`config.mk`:
```
export PLATFORM = sky130hd
export DESIGN_NAME = bus_arbiter_4
export DESIGN_NICKNAME = d
export VERILOG_FILES = /design/src/rtl/bus_arbiter_4.sv
export SDC_FILE = /design/constraint.sdc
export NUM_CORES = 1
export LEC_CHECK = 0
export BUFFER_PORTS_ARGS = -buffer_cell sky130_fd_sc_hd__buf_2
export CAP_MARGIN = 20
export CORE_ASPECT_RATIO = 2
export CORE_MARGIN = 2
export CORE_UTILIZATION = 25
export DETAILED_ROUTE_END_ITERATION = 7
export HOLD_SLACK_MARGIN = 0.03
export PLACE_DENSITY = 0.57
export SLEW_MARGIN = 20
export SYNTH_ARGS = -nofsm -noshare
export SYNTH_HDL_FRONTEND = slang
export SYNTH_SLANG_ARGS = --single-unit
```
`constraint.sdc`:
```
create_clock -name CLK -period 1.65 [get_ports CLK]
set_clock_uncertainty 0.05 [all_clocks]
set_input_delay 0.165 -clock CLK [delete_from_list [all_inputs] [get_ports CLK]]
set_output_delay 0.165 -clock CLK [all_outputs]
set_load 0.01 [all_outputs]
```
`src/rtl/bus_arbiter_4.sv`:
```
// Four-requester round-robin bus arbiter with a bounded hold time and a
// mandatory one-cycle IDLE turnaround between grants.
module bus_arbiter_4 #(
  parameter int WIDTH    = 32,
  parameter int MAX_HOLD = 8
) (
  input  logic             CLK,
  input  logic             RST_N,
  input  logic [3:0]       REQ,
  input  logic             DONE,
  input  logic [WIDTH-1:0] DATA0,
  input  logic [WIDTH-1:0] DATA1,
  input  logic [WIDTH-1:0] DATA2,
  input  logic [WIDTH-1:0] DATA3,
  output logic [3:0]       GNT,
  output logic [1:0]       SEL,
  output logic             BUS_VALID,
  output logic [WIDTH-1:0] BUS_OUT,
  output logic             TIMEOUT,
  output logic             dbg_state,
  output logic [1:0]       dbg_ptr,
  output logic [7:0]       dbg_hcnt
);

  localparam logic ST_IDLE  = 1'b0;
  localparam logic ST_GRANT = 1'b1;

  logic       state;
  logic [1:0] ptr;
  logic [7:0] hcnt;
  logic [1:0] win;
  logic [1:0] idx;
  logic       hold_max;
  logic       release_now;

  // Search PTR, PTR+1, ... mod 4; lower offsets are visited last so they win.
  always_comb begin
    win = ptr;
    idx = ptr;
    for (int k = 3; k >= 0; k--) begin
      idx = ptr + 2'(k);
      if (REQ[idx]) win = idx;
    end
  end

  // SEL always holds the owner's index while in GRANT.
  assign hold_max    = (hcnt == 8'(MAX_HOLD));
  assign release_now = DONE | ~REQ[SEL] | hold_max;

  always_ff @(posedge CLK or negedge RST_N) begin
    if (!RST_N) begin
      state     <= ST_IDLE;
      ptr       <= 2'd0;
      hcnt      <= 8'd0;
      GNT       <= 4'b0000;
      SEL       <= 2'd0;
      BUS_VALID <= 1'b0;
      TIMEOUT   <= 1'b0;
    end else begin
      TIMEOUT <= 1'b0;
      case (state)
        ST_IDLE: begin
          if (REQ != 4'b0000) begin
            state     <= ST_GRANT;
            GNT       <= 4'b0001 << win;
            SEL       <= win;
            BUS_VALID <= 1'b1;
            hcnt      <= 8'd1;
          end
        end
        ST_GRANT: begin
          if (release_now) begin
            state     <= ST_IDLE;
            GNT       <= 4'b0000;
            BUS_VALID <= 1'b0;
            ptr       <= SEL + 2'd1;
            hcnt      <= 8'd0;
            // DONE wins over a coincident hold limit: no timeout pulse then.
            TIMEOUT   <= hold_max & ~DONE & REQ[SEL];
          end else begin
            hcnt <= hcnt + 8'd1;
          end
        end
        default: state <= ST_IDLE;
      endcase
    end
  end

  always_comb begin
    BUS_OUT = '0;
    if (BUS_VALID) begin
      case (SEL)
        2'd0:    BUS_OUT = DATA0;
        2'd1:    BUS_OUT = DATA1;
        2'd2:    BUS_OUT = DATA2;
        default: BUS_OUT = DATA3;
      endcase
    end
  end

  assign dbg_state = state;
  assign dbg_ptr   = ptr;
  assign dbg_hcnt  = hcnt;

endmodule

```
==> out/results.tsv <==
metric	value	unit
final-hold-violation-count	0	
area_growth	70.8	%
grt_pass1_vias	2742	
power.total	5.31	mW
end_kind	primary output	
worst_pin_slew	457	ps
vias_per_cell	5.19	
hold_class	in -> reg	
cts_inserted_buffers	3	
dr.pass1.iters	6	
fin_area	3450	um2
wl	8.48	mm
crit_fanout	22	
diodes	0	
num-nets-final	601	
synth_area	2020	um2
postSynthAreaPerCell	7.83	um2
cts_root_buffer	clkbuf_16	
drtIter0Drc	215	
clock_latency	250	ps
min_period	2020	ps
cp-start-kind	flop	
holdCritStartpoint	REQ[3]	
grt_max_degree	54	
ys_types	48	
drv_cap	0	
use_met2	35.2	%
hpwl	6.84	mm
synth_top_area_share	23.5	%
grt_use_met1	18.3	%
syn_nets	399	
slowest_stage	dfrtp_2	
drive_gt1_share	53.6	%
critPathBufInv	3	
ys_seq_elements	19	
syn_inst	258	
port_buffers	185	
drv_slew	0	
setup_viol	45	
rows	46	
grt_use_total	17.8	%
postRouteAntennaNets	0	
core	7890	um2
yosysSeqAreaShare	23.5	%
via_count	2881	
violations	negative setup slack	
reg2reg_from	SEL[1]$_DFFE_PN0P_	
synth.area.top_cells	dfrtp_1 24%, a222oi_1 16%, and2_1 10%	
grt.busiest_layer	met2	
cp.arrival	1810	ps
clk_pin_slew	60	ps
initial_core_util	25.6	%
dieArea	8860	um2
cts_tree	done	
irDropWorstVdd	1.20	mV
total_leakage_power	1.76	nW
startpoint	SEL[0]$_DFFE_PN0P_	
clock_sinks	19	
setup_slack	-371	ps
overflow	0	
pre_cts_ws	-174	ps
status	complete, but fails checks	
use_met3	1.80	%
placed_area	3250	um2
ys_warn_count	0	
die_w	67.6	um
die_height	131	um
power_density	1540	nW/um2
crit_type	reg -> out	
gp_congestion	0.811	
slew_headroom	69.5	%
dp_cells	545	
ios	186	
grt_pass1_wl	12.8	mm
holdWs	341	ps
max_freq	495	MHz
avgRoutedWirePerCell	15.3	um
tns	-11170	ps
rsz0062_at_grt	true	
cp_cell_sequence	inv_2, ha_4, buf_12, a222oi_1, o21ai_1, and2_1, buf_2	
clock_path_buffers	2	
cp_top_family	compound AO/OA/AOI/OAI gates	
antenna_found_initial	0	
cts_max_level	1	
period_share	123	%
cp.required	1430	ps
yosys.area.top_type	dfrtp_1	
drc	0	
final_core_util	43.7	%
finalNonFillerCells	555	
critPathMaxStageDelay	400	ps
## final timing paths
path | depth (start not counted) | to | slack (ps)
setup / recovery | 7 | BUS_OUT[14] | -370
hold / removal | 3 | GNT[0]$_DFFE_PN0P_ | 340
setup reg to reg | 6 | dbg_hcnt[5]$_DFFE_PN0P_ | -150
hold reg to reg | 1 | GNT[2]$_DFFE_PN0P_ | 440
max in group asynchronous | 2 | dbg_hcnt[0]$_DFFE_PN0P_ | 860
min in group asynchronous | 2 | dbg_ptr[0]$_DFFE_PN0P_ | 350
## flip-flops by register name (all words and copies together) (netlist names)
signal     count
BUS_VALID      1
dbg_ptr        2
dbg_hcnt       8
SEL            2
dbg_state      1
GNT            4
TIMEOUT        1
## power breakdown
group | switching (mW) | internal, mW | leakage (nW)
Sequential | 0.154 | 0.617 | 0.245
Combinational | 2.03 | 2.01 | 1.48
Clock | 0.174 | 0.325 | 0.0409
## layer usage
| layer | vias up | routed length [um] |
|---|---|---|
| met5 | - | 0 |
| met4 | 0 | 163 |
| met3 | 13 | 712 |
| met2 | 158 | 4620 |
| met1 | 1313 | 2980 |
| li1 | 1397 | - |
## cell usage in the layout, fill, tap and decap left out, drive strengths merged, types with 3 or more instances in the layout
cell type	count
inv	6
o21ai	36
o21a	3
and2	33
nor2	3
nor3b	5
dfrtp	19
buf	216
o211ai	3
nor4	3
clkbuf	3
ha	6
a21oi	4
nand2	44
a222oi	32
nand2b	5
mux2	3
o22a	3
or2	3
## final cells by class
class                   instances  area [um2]
clock buffers                   3        75.1
clock inverters                 1        5.00
fillers                       794        4440
inverters                       6        22.5
multi-input cells             213        1510
flip-flops and latches         19         479
well taps                      96         120
repair buffers                217        1240
## worst min-delay path, stage by stage
cell and delay, ps:
buf_2 150, o22a_1 200, o2bb2ai_1 80
## logic make-up after synthesis
| family | synth area share (%) |
|---|---|
| mux | 2.17 |
| compound gates | 36.2 |
| fa+ha+maj | 3.72 |
| buf+inv | 4.89 |
| simple gates | 29.1 |
| xor+xnor | 0.434 |
| flops | 23.5 |
## cells in the mapped netlist, drive strengths merged
cell type,count
and3b,1
o22a,3
a21boi,1
or4,2
o21ai,36
nor2,3
o22ai,2
xor2,1
nand4bb,1
nand3,1
and2b,1
a21oi,4
and2,33
inv,6
nand4,1
o21a,3
dfrtp,19
a21o,1
o211a,1
nor3b,5
nor4,3
buf,2
o211ai,3
nand2,44
mux2,3
a22oi,2
clkbuf,18
or2,3
nand2b,5
o21bai,1
o2bb2ai,2
o311ai,1
a22o,2
nor2b,1
a222oi,32
and3,2
ha,6
nor3,1
mux2i,1
o31ai,1
## what timing repair did
| action | in CTS | in global routing |
|---|---|---|
| resized for setup | 8 | 10 |
| hold buffers | 1 | 0 |
| cloned | 0 | 0 |
| endpoints found under the setup margin | 44 | 48 |
| buffers inserted | 3 | 2 |
| pin swaps | 8 | 20 |
| hold endpoints to repair | 19 | 0 |
Power figures use the tool's default switching activity.
